==> config.mk <==
export PLATFORM = sky130hd
export DESIGN_NAME = regfile_2r1w_flat
export DESIGN_NICKNAME = d
export VERILOG_FILES = /design/src/rtl/regfile_2r1w_if.sv /design/src/rtl/regfile_2r1w.sv /design/src/flat_wrapper.sv
export SDC_FILE = /design/constraint.sdc
export NUM_CORES = 1
export LEC_CHECK = 0
export CORE_ASPECT_RATIO = 0.6
export CORE_UTILIZATION = 55
export DETAILED_ROUTE_END_ITERATION = 12
export HOLD_SLACK_MARGIN = 0.06
export MAX_ROUTING_LAYER = met4
export PLACE_DENSITY = 0.72
export SYNTH_ARGS = -nofsm -noshare
export SYNTH_HDL_FRONTEND = slang
export SYNTH_SLANG_ARGS = --single-unit
==> constraint.sdc <==
create_clock -name clk -period 8.8 [get_ports clk]
set_input_delay 2.64 -clock clk [delete_from_list [all_inputs] [get_ports clk]]
set_output_delay 2.64 -clock clk [all_outputs]
set_load 0.005 [all_outputs]
==> src/rtl/regfile_2r1w_if.sv <==
// Bus bundle for regfile_2r1w: decode-side read ports, writeback-side write port,
// clear request and ready. XLEN/NREGS must match the attached regfile_2r1w instance.
interface regfile_2r1w_if #(
  parameter int XLEN  = 32,
  parameter int NREGS = 32
);
   localparam int AW = (NREGS > 1) ? $clog2(NREGS) : 1;

   // ready is the only flow control: while ready = 0 every request (reads, write, clr)
   // is ignored; while ready = 1 each request is accepted at the edge it is presented.
   logic            clr;
   logic            ready;
   logic            rd_en_a;
   logic [AW-1:0]   rd_addr_a;
   logic [XLEN-1:0] rdata_a;
   logic            rd_en_b;
   logic [AW-1:0]   rd_addr_b;
   logic [XLEN-1:0] rdata_b;
   logic            wr_en;
   logic [AW-1:0]   wr_addr;
   logic [XLEN-1:0] wr_data;
   logic            dbg_run;
   logic [AW-1:0]   dbg_idx;

   modport master (
      output clr, rd_en_a, rd_addr_a, rd_en_b, rd_addr_b, wr_en, wr_addr, wr_data,
      input  ready, rdata_a, rdata_b, dbg_run, dbg_idx
   );

   modport slave (
      input  clr, rd_en_a, rd_addr_a, rd_en_b, rd_addr_b, wr_en, wr_addr, wr_data,
      output ready, rdata_a, rdata_b, dbg_run, dbg_idx
   );
endinterface

==> src/rtl/regfile_2r1w.sv <==
// Two-read/one-write register file with a post-reset clear sequencer.
// Define REGFILE_BYPASS_EN for write-first forwarding on same-cycle read/write hazards.
module regfile_2r1w #(
  parameter int XLEN     = 32,
  parameter int NREGS    = 32,
  parameter int ZERO_REG = 1
) (
   input  logic           clk,
   input  logic           reset,
   regfile_2r1w_if.slave  bus
);
   localparam int              AW       = (NREGS > 1) ? $clog2(NREGS) : 1;
   localparam logic [AW:0]     NREGS_W  = (AW+1)'(NREGS);
   localparam logic [AW-1:0]   LAST_IDX = AW'(NREGS - 1);

   typedef enum logic {ST_CLEAR = 1'b0, ST_RUN = 1'b1} state_t;

   logic [XLEN-1:0] r_mem [NREGS];
   state_t          r_state;
   logic [AW-1:0]   r_idx;
   logic            r_ready;
   logic [XLEN-1:0] r_rdata_a;
   logic [XLEN-1:0] r_rdata_b;

   logic            w_wr_ok;
   logic [XLEN-1:0] w_rd_a;
   logic [XLEN-1:0] w_rd_b;

   // An address is live storage if it is in range and not the hardwired zero register.
   function automatic logic addr_ok(input logic [AW-1:0] a);
      return ({1'b0, a} < NREGS_W) && !((ZERO_REG != 0) && (a == '0));
   endfunction

   always_comb begin
      w_wr_ok = bus.wr_en && !bus.clr && addr_ok(bus.wr_addr);
      w_rd_a  = '0;
      w_rd_b  = '0;
      if (addr_ok(bus.rd_addr_a)) w_rd_a = r_mem[bus.rd_addr_a];
      if (addr_ok(bus.rd_addr_b)) w_rd_b = r_mem[bus.rd_addr_b];
`ifdef REGFILE_BYPASS_EN
      if (w_wr_ok && (bus.rd_addr_a == bus.wr_addr)) w_rd_a = bus.wr_data;
      if (w_wr_ok && (bus.rd_addr_b == bus.wr_addr)) w_rd_b = bus.wr_data;
`endif
   end

   always_ff @(posedge clk or negedge reset) begin
      if (!reset) begin
         r_state   <= ST_CLEAR;
         r_idx     <= '0;
         r_ready   <= 1'b0;
         r_rdata_a <= '0;
         r_rdata_b <= '0;
      end else begin
         case (r_state)
            ST_CLEAR: begin
               r_rdata_a <= '0;
               r_rdata_b <= '0;
               if (r_idx == LAST_IDX) begin
                  r_state <= ST_RUN;
                  r_ready <= 1'b1;
                  r_idx   <= '0;
               end else begin
                  r_idx <= r_idx + AW'(1);
               end
            end
            ST_RUN: begin
               if (bus.rd_en_a) r_rdata_a <= w_rd_a;
               if (bus.rd_en_b) r_rdata_b <= w_rd_b;
               if (bus.clr) begin
                  r_state <= ST_CLEAR;
                  r_idx   <= '0;
                  r_ready <= 1'b0;
               end
            end
         endcase
      end
   end

   // Storage has no reset; it is only zeroed by the clear walk once reset is released.
   always_ff @(posedge clk) begin
      if (reset) begin
         if (r_state == ST_CLEAR) r_mem[r_idx] <= '0;
         else if (w_wr_ok)        r_mem[bus.wr_addr] <= bus.wr_data;
      end
   end

   assign bus.ready   = r_ready;
   assign bus.rdata_a = r_rdata_a;
   assign bus.rdata_b = r_rdata_b;
   assign bus.dbg_run = (r_state == ST_RUN);
   assign bus.dbg_idx = r_idx;
endmodule

==> src/flat_wrapper.sv <==
// flat-port wrapper written by rule: the top's interface ports become plain ports
module regfile_2r1w_flat 
#(
  parameter int XLEN     = 32,
  parameter int NREGS    = 32,
  parameter int ZERO_REG = 1
)
  (clk, reset, bus_clr, bus_rd_en_a, bus_rd_addr_a, bus_rd_en_b, bus_rd_addr_b, bus_wr_en, bus_wr_addr, bus_wr_data, bus_ready, bus_rdata_a, bus_rdata_b, bus_dbg_run, bus_dbg_idx);
  regfile_2r1w_if #(.XLEN(XLEN), .NREGS(NREGS)) bus_i ();
  input  logic clk;
  input  logic reset;
  input wire logic [$bits(bus_i.clr)-1:0] bus_clr;
  input wire logic [$bits(bus_i.rd_en_a)-1:0] bus_rd_en_a;
  input wire logic [$bits(bus_i.rd_addr_a)-1:0] bus_rd_addr_a;
  input wire logic [$bits(bus_i.rd_en_b)-1:0] bus_rd_en_b;
  input wire logic [$bits(bus_i.rd_addr_b)-1:0] bus_rd_addr_b;
  input wire logic [$bits(bus_i.wr_en)-1:0] bus_wr_en;
  input wire logic [$bits(bus_i.wr_addr)-1:0] bus_wr_addr;
  input wire logic [$bits(bus_i.wr_data)-1:0] bus_wr_data;
  output wire logic [$bits(bus_i.ready)-1:0] bus_ready;
  output wire logic [$bits(bus_i.rdata_a)-1:0] bus_rdata_a;
  output wire logic [$bits(bus_i.rdata_b)-1:0] bus_rdata_b;
  output wire logic [$bits(bus_i.dbg_run)-1:0] bus_dbg_run;
  output wire logic [$bits(bus_i.dbg_idx)-1:0] bus_dbg_idx;
  assign bus_i.clr = bus_clr;
  assign bus_i.rd_en_a = bus_rd_en_a;
  assign bus_i.rd_addr_a = bus_rd_addr_a;
  assign bus_i.rd_en_b = bus_rd_en_b;
  assign bus_i.rd_addr_b = bus_rd_addr_b;
  assign bus_i.wr_en = bus_wr_en;
  assign bus_i.wr_addr = bus_wr_addr;
  assign bus_i.wr_data = bus_wr_data;
  assign bus_ready = bus_i.ready;
  assign bus_rdata_a = bus_i.rdata_a;
  assign bus_rdata_b = bus_i.rdata_b;
  assign bus_dbg_run = bus_i.dbg_run;
  assign bus_dbg_idx = bus_i.dbg_idx;
  regfile_2r1w #(.XLEN(XLEN), .NREGS(NREGS), .ZERO_REG(ZERO_REG)) u_core (.clk(clk), .reset(reset), .bus(bus_i));
endmodule
Yosys cells after proc, flatten, opt, wreduce, memory -nomap -nowiden:

Memory sizes are Yosys's and may differ from the RTL's.
Cells that the tools add are included.

* flip-flop bits (word level): 71
* logic and storage cells: 47
* memory bits (writable): 1024
* bits of input ports: 53
* memories: 1

Memories
* u_core.r_mem: depth 32, width 32, read ports 2, clocked after Yosys merged registers in 0, wr ports 1, line regfile_2r1w.sv:18 `logic [XLEN-1:0] r_mem [NREGS];`

* reduce and logical (&&, ||, !) cells: 9
* bitwise logic cells: 1
* equality and inequality tests: 5
* add/subtract/negate cells: 1
* multiplexer cells: 25

Operator list (number)
* 2-to-1 mux 32 bit: 5
* case mux 32 bit (2 select lines): 2
* OR reduction 32 bit: 1
* logical NOT 5 bit: 3
* 2-to-1 mux 5 bit: 3
* 2-to-1 mux 1 bit: 12
* case mux 5 bit (2 select lines): 1
* inequality test 2 bit (second input constant): 3
* adder 5 x 1 -> 5 bit (second input constant): 1
* equality test 5 bit (second input constant): 1
* case mux 1 bit (2 select lines): 2
* logical AND 1 bit: 2
* logical NOT 1 bit: 2
* inequality test 2 x 1 -> 1 bit (second input constant): 1
* AND reduction 2 bit: 1
* NOT 1 bit: 1

Longest topological paths before layout:

Gate-level depths: netlist of run 1.

* depth in word-level cells: 9
* mapped depth: 9

Worst setup path before layout of run 1:

Ideal clock, no wire load.

* path type: input -> register
* start point: in bus_wr_addr[1]
* end point: mem u_core.r_mem[18][0], enable pin
* path buffers: 1
* slack: 3.469 ns
* library setup time: 0.421 ns
* cell stages on the path: 6
* data arrival time: 4.910 ns
* required time: 8.379 ns
* path through: nor2_1 > a31oi_1 > buf_2 > nor4b_1 > a31oi_1 > nor2_1

* longest elaborated chain between the ends: 9
* elaborated cells between the ends (all ways): 10
* those cells by class: mux: 6; reduce/logical: 4

RTL lines
* start: declaration: line flat_wrapper.sv:18 `input wire logic [$bits(bus_i.wr_addr)-1:0] bus_wr_addr;`
* logical NOT 5 bit: line regfile_2r1w.sv:31 `return ({1'b0, a} < NREGS_W) && !((ZERO_REG != 0) && (a == '0));`
* logical NOT 1 bit: line regfile_2r1w.sv:31
* logical AND 1 bit: line regfile_2r1w.sv:35 `w_wr_ok = bus.wr_en && !bus.clr && addr_ok(bus.wr_addr);`
* 2-to-1 mux 1 bit: line regfile_2r1w.sv:83 `else if (w_wr_ok) r_mem[bus.wr_addr] <= bus.wr_data;`
* 2-to-1 mux 1 bit: line regfile_2r1w.sv:82 `if (r_state == ST_CLEAR) r_mem[r_idx] <= '0;`
* 2-to-1 mux 1 bit: line regfile_2r1w.sv:81 `if (reset) begin`
* 2-to-1 mux 1 bit (implied by the code): line regfile_2r1w.sv:83
* OR reduction 32 bit (no source line)
* 2-to-1 mux 5 bit (no source line) / 2-to-1 mux 1 bit (equally long branches)
* end: declaration: line regfile_2r1w.sv:18

Several ways; a longest one is shown, not always the timed one.

Worst setup path in the final report of run 1:

* start point: in reset
* end point: mem u_core.r_mem[4][20], enable pin

* longest elaborated chain between the ends: 4
* elaborated cells between the ends (all ways): 7
* those cells by class: mux: 6; reduce/logical: 1

RTL lines
* start: declaration: line flat_wrapper.sv:11 `input logic reset;`
* 2-to-1 mux 1 bit: line regfile_2r1w.sv:81
* 2-to-1 mux 1 bit (implied by the code): line regfile_2r1w.sv:83
* OR reduction 32 bit (no source line)
* 2-to-1 mux 5 bit (no source line) / 2-to-1 mux 1 bit (equally long branches)

Several ways; a longest one is shown, not always the timed one.

==> flow_metrics.env, run 1 <==
export IMPL_timing_max_cap_violations=1
export IMPL_dr_first_iter_drc_count=5394
export IMPL_finalCriticalPeriod_ns=6.681
export IMPL_max_clock_freq_mhz=149.7
export IMPL_postCtsResizedCells=0
export IMPL_num_vias=32230
export IMPL_ys_seq_area_share_pct=63.65
export IMPL_cts_htree_levels=3
export IMPL_layout_nets=2953
export IMPL_detail_route_antenna_nets=0
export IMPL_hold_violations=0
export IMPL_root_buffer="clkbuf_16"
export IMPL_global_route_usage_total_pct=36.23
export IMPL_insertion_delay_ns=0.71
export IMPL_netlist_cell_type_count=58
export IMPL_cts_clk_slew_worst_paths_ns=0.06
export IMPL_critical_path_cell_chain="buf_4, nand4b_1, a31oi_4, buf_4, a21oi_1, buf_4, nor2_4, buf_4"
export IMPL_vdd_ir_drop_worst_v=0.0001599
export IMPL_total_leakage_power_uw=0.01936
export IMPL_number_of_enable_type_register_cells_in_the_synthesized_netlist=1024
export IMPL_path_class="primary input to register"
export IMPL_post_route_drc_count=0
export IMPL_design_area_um2=56920
export IMPL_dominant_cell_type_by_area_after_synthesis="edfxtp_1"
export IMPL_startpoint_type="primary input"
export IMPL_post_synth_top_count_cell="edfxtp_1"
export IMPL_wirelength_mm=164.4
export IMPL_cts_sink_count=1095
export IMPL_die_height_um=238.1
export IMPL_required_time_at_the_worst_slack_endpoint_ns=9.16
export IMPL_post_dp_cell_area_um2=53640
export IMPL_cts_path_max_buffers=3
export IMPL_post_drt_wl_per_cell_um=39.01
export IMPL_hold_path_class="register to register"
export IMPL_timing_setup_tns_ns=0
export IMPL_synth_main_ff_cell="edfxtp_1"
export IMPL_layout_worst_path_cycle_share_pct=75.92
export IMPL_critical_path_slowest_cell="a31oi_4"
export IMPL_grt_first_pass_wirelength_mm=232.3
export IMPL_timing_max_slew_rel_slack_pct=-2.902
export IMPL_fillCellCount=6300
export IMPL_syn_area_per_cell_um2=18.16
export IMPL_cp_num_buf_inv=4
export IMPL_total_power_uw=12110
export IMPL_combined_area_of_all_synthesized_cells_um2=51100
export IMPL_place_detailed_hpwl_mm=94.28
export IMPL_slew_viol_final=26
export IMPL_postSynth_asyncResetShare_pct=6.484
export IMPL_gp_congestion=0.9081
export IMPL_timing_critical_path_slowest_cell_delay_ns=0.95
export IMPL_drt_pre_antenna_iters=8
export IMPL_place_port_buffers=123
export IMPL_post_cts_setup_buffer_count=0
export IMPL_first_global_vias=31540
export IMPL_rows=86
export IMPL_cts_tree="done"
export IMPL_cpLargestDelayFamily="buffers and inverters"
export IMPL_finalCoreUtilization_pct=61.95
export IMPL_ios=124
export IMPL_yosys_top_cells_area="edfxtp_1 60%, mux4_2 17%, mux2i_1 4.3%, dfrtp_1 3.5%, mux2_2 3.3%"
export IMPL_grt_overflow=0
export IMPL_drive_above_1_share_pct=27.83
export IMPL_unrepaired_setup_endpoints_after_global_routing="no"
export IMPL_drt_vias_per_instance=7.645
export IMPL_cellPowerDensity_nw_per_um2=212.8
export IMPL_cp_dominant_cell_by_count="buf_4"
export IMPL_clock_skew_ns=0.03049
export IMPL_maximum_number_of_pins_on_one_net_before_global_route_repair=113
export IMPL_netlist_instances=2814
export IMPL_run_status="finished, violations left"
export IMPL_antenna_violations_before_repair=2
export IMPL_worst_slew_pin_transition_ns=1.542
export IMPL_critical_path_endpoint_type="register"
export IMPL_ys_seq_elements=1095
export IMPL_timing_final_setup_violations=0
export IMPL_cts_bufs_inserted=99
export IMPL_core_area_um2=91890
export IMPL_synthesis_nets=2869
export IMPL_failed_checks="capacitance limit, slew limit"
export IMPL_starting_density_pct=55.61
export IMPL_worst_path_max_fanout=38
export IMPL_flow_area_growth_from_synthesis_pct=11.40
export IMPL_synth_warnings=0
export IMPL_die_area_um2=94170
export IMPL_timing_critical_path_arrival_ns=7.04
export IMPL_yosys_area_top_type_share_pct=60.18
export IMPL_synth_top_cells_by_count="1,024 x edfxtp_1, 382 x mux4_2, 219 x mux2i_1, 148 x mux2_2, 103 x a221oi_1"
export IMPL_die_width_um=395.5
export IMPL_ctsHoldBuffers=0
[routing by layer]
layer	vias up	global-route usage (%)	wire [um]
met5	-	-	0
met4	0	12.06	6270
met3	466	12.72	27420
met2	3058	49.14	69750
met1	16590	51.11	61010
li1	12110	-	-
[registers in the layout, indices dropped and copies added (netlist names)]
signal              cells
u_core.bus.dbg_idx      5
u_core.bus.dbg_run      1
u_core.bus.ready        1
u_core.bus.rdata_b     32
u_core.r_mem         1024
u_core.bus.rdata_a     32
[metrics by stage]
stage                     hold WS, ns  setup WS, ns  cells
final                          0.5647         2.119   4216
after global routing           0.5889         2.158   4213
after CTS                      0.5715         2.237   4208
after detailed placement       0.5529         1.455   4026
after global placement         0.5412         1.535   4026
after floorplan                0.4793         3.469   2814
[final cells by class]
cell class,count,area [um^2],share of cell area (%)
multi-input combinational,1487,17600,30.92
clock buffer,118,2580,4.532
antenna,5,12.51,0.02198
timing repair buffer,207,1997,3.508
sequential,1095,32530,57.14
inverter,8,30.03,0.05275
clock inverter,64,634.4,1.114
tap,1232,1541,2.708
[cell families (layout without fill, tap and decap cells)]
kind of cell,Yosys count,in the layout,synth area share (%)
AO/OA/AOI/OAI,369,369,5.590
XOR/XNOR,1,1,0.01714
adder cells (fa/ha/maj),2,2,0.04896
buffers and inverters,232,397,2.515
flip-flops,1095,1095,63.65
multiplexers,760,760,24.84
other,0,5,0
AND/OR/NAND/NOR,355,355,3.340
[tightest hold or removal path: cells and delay by family, from the launching register on]
family                 cells  cell delay, ns
buffers and inverters      1            0.06
DFF                        1            0.40
AOI/OAI and AO/OA          1            0.07
[final timing paths]
kind / startpoint / end / slack (ns) / cells after the start
max in group asynchronous: reset / u_core.bus.rdata_a[13] / 5.41 / 2
min in group asynchronous: reset / u_core.bus.rdata_a[21] / 2.04 / 1
setup reg to reg: u_core.bus.dbg_run / u_core.r_mem[4][20] / 4.51 / 7
hold / removal: u_core.bus.ready / u_core.bus.ready / 0.56 / 2
setup / recovery: reset / u_core.r_mem[4][20] / 2.12 / 8
hold reg to reg: u_core.bus.ready / u_core.bus.ready / 0.56 / 2
[placed cells by master (no fill, tap or decap), drive strengths merged, types with 15 or more instances in the layout]
cell	netlist	layout
edfxtp	1024	1024
mux4	389	389
mux2i	219	219
mux2	152	152
clkbuf	69	118
clkdlybuf4s50	0	112
a221oi	103	103
buf	155	95
nand2	86	86
nor2	82	82
dfrtp	71	71
nand3	69	69
o22a	52	52
a211oi	49	49
a21oi	45	45
clkinv	0	43
nor3	41	41
and2	38	38
o21ai	30	30
o2111ai	20	20
nor2b	19	19
a2111oi	16	16
o22ai	15	15
inv	8	15
[power by group]
group / internal (uW) / switching [uW]
clock network: 2430 / 1990
registers: 5930 / 162
logic: 577 / 1030
total: 8930 / 3180
Power figures use the tool's default switching activity.
==> run 2: changes to the inputs <==
clock period = 6.5 ns   (was 8.8 ns; I/O delays follow)
==> flow_metrics.env, run 2 (synthesis results as in run 1) <==
export IMPL_first_global_vias=31520
export IMPL_post_drt_wl_per_cell_um=38.52
export IMPL_hold_path_class="register to register"
export IMPL_postCtsResizedCells=0
export IMPL_max_clock_freq_mhz=222.2
export IMPL_timing_critical_path_arrival_ns=4.82
export IMPL_fin_ws_ns=1.999
export IMPL_core_area_um2=91890
export IMPL_die_height_um=238.1
export IMPL_total_leakage_power_uw=0.01954
export IMPL_critical_path_endpoint_type="register"
export IMPL_post_dp_cell_area_um2=54060
export IMPL_unrepaired_setup_endpoints_after_global_routing="no"
export IMPL_largest_reg_flops=1024
export IMPL_cts_bufs_inserted=100
export IMPL_clock_skew_ns=0.02500
export IMPL_drt_pre_antenna_iters=6
export IMPL_timing_max_cap_violations=0
export IMPL_place_port_buffers=123
export IMPL_num_vias=31960
export IMPL_place_detailed_hpwl_mm=95.18
export IMPL_antenna_violations_before_repair=4
export IMPL_cellPowerDensity_nw_per_um2=285.4
export IMPL_run_status="finished, final reports clean"
export IMPL_ctsHoldBuffers=0
export IMPL_insertion_delay_ns=0.70
export IMPL_timing_max_slew_rel_slack_pct=10.32
export IMPL_commonest_non_fill_non_tap_cells_in_the_layout="1,024 x edfxtp_1, 382 x mux4_2, 219 x mux2i_1, 148 x mux2_2, 112 x clkdlybuf4s50_1"
export IMPL_post_cts_setup_buffer_count=0
export IMPL_root_buffer="clkbuf_16"
export IMPL_die_area_um2=94170
export IMPL_worst_path_max_fanout=24
export IMPL_registers_top_by_ff_count="u_core.r_mem"
export IMPL_dr_first_iter_drc_count=5324
export IMPL_maximum_number_of_pins_on_one_net_before_global_route_repair=63
export IMPL_wirelength_mm=163.6
export IMPL_required_time_at_the_worst_slack_endpoint_ns=6.82
export IMPL_cts_htree_levels=3
export IMPL_starting_density_pct=55.61
export IMPL_worst_slew_pin_transition_ns=1.345
export IMPL_flow_area_growth_from_synthesis_pct=12.03
export IMPL_gp_congestion=0.8846
export IMPL_startpoint_type="primary input"
export IMPL_hold_ws_ns=0.5227
export IMPL_finalCriticalPeriod_ns=4.501
export IMPL_grt_overflow=0
export IMPL_layout_cells_most_common="edfxtp_1"
export IMPL_detail_route_antenna_nets=0
export IMPL_grt_first_pass_wirelength_mm=230.1
export IMPL_die_width_um=395.5
export IMPL_cts_clk_slew_worst_paths_ns=0.06
export IMPL_vdd_ir_drop_worst_v=0.0002179
export IMPL_cts_sink_count=1095
export IMPL_cts_path_max_buffers=3
export IMPL_path_class="primary input to register"
export IMPL_rows=86
export IMPL_design_area_um2=57250
export IMPL_drt_vias_per_instance=7.526
export IMPL_slew_viol_final=0
export IMPL_fillCellCount=6385
export IMPL_post_route_drc_count=0
export IMPL_timing_setup_tns_ns=0
export IMPL_dpl_ws_ns=1.357
export IMPL_timing_final_setup_violations=0
export IMPL_layout_worst_path_cycle_share_pct=69.25
export IMPL_drive_above_1_share_pct=28.30
export IMPL_layout_nets=2986
export IMPL_cts_tree="done"
export IMPL_global_route_usage_total_pct=35.94
export IMPL_ios=124
export IMPL_hold_violations=0
==> run 2: changes by cell type in the layout (fill, tap and decap cells not counted), sizes merged <==
cell | before | now
bufinv | 11 | 8
clkbuf | 118 | 136
buf | 95 | 127
diode | 5 | 1
inv | 15 | 11
clkinv | 43 | 37
clkinvlp | 3 | 1
==> run 2: area by class of cell <==
cell class | instances | area [um^2] | area share [%]
multi-input cells | 1487 | 17600 | 30.75
diodes | 1 | 2.502 | 0.004371
well taps | 1232 | 1541 | 2.693
repair buffers | 239 | 2362 | 4.126
clock inverters | 49 | 442.9 | 0.7737
inverters | 8 | 30.03 | 0.05245
clock buffers | 136 | 2739 | 4.784
flip-flops and latches | 1095 | 32530 | 56.82
==> run 2: worst paths after layout <==
check,startpoint,endpoint,slack (ns),cells past startpoint
setup / recovery,bus_clr,u_core.r_mem[10][12],2.00,7
hold / removal,u_core.bus.rdata_a[30],u_core.bus.rdata_a[30],0.52,1
setup reg to reg,u_core.bus.dbg_run,u_core.r_mem[10][12],2.69,6
hold reg to reg,u_core.bus.rdata_a[30],u_core.bus.rdata_a[30],0.52,1
max in group asynchronous,reset,u_core.bus.rdata_b[10],3.71,3
min in group asynchronous,reset,u_core.bus.rdata_a[21],1.09,1
==> run 2: report_power, final <==
group | total (uW) | internal (uW) | switching [uW]
Combinational | 2200 | 809 | 1390
Sequential | 8240 | 8030 | 219
Clock | 5890 | 3270 | 2630
Total | 16300 | 12100 | 4240
==> run 2: routing by layer <==
layer	GRT usage [%]	up-vias	share of wire, %
li1	-	12150	-
met1	51.00	16470	38
met2	49.14	2902	43
met3	11.39	439	16
met4	12.50	0	4.0
met5	-	-	0
==> run 2: worst max-delay path, cell delays in order <==
cell	delay (ns)
clkdlybuf4s50_1	0.50
nand4b_1	0.35
a31oi_4	0.58
a21oi_1	0.17
buf_4	0.24
nor2_4	0.37
buf_4	0.61
==> run 2: stage by stage <==
stage / util, % / power [uW] / cells
finish: 62.30 / 16340 / 4247
global route: 62.30 / 16690 / 4247
CTS: 62.30 / 16300 / 4246
detailed placement: 58.83 / 10520 / 4061
global placement: 58.83 / 10460 / 4061
floorplan: - / 9477 / 2814
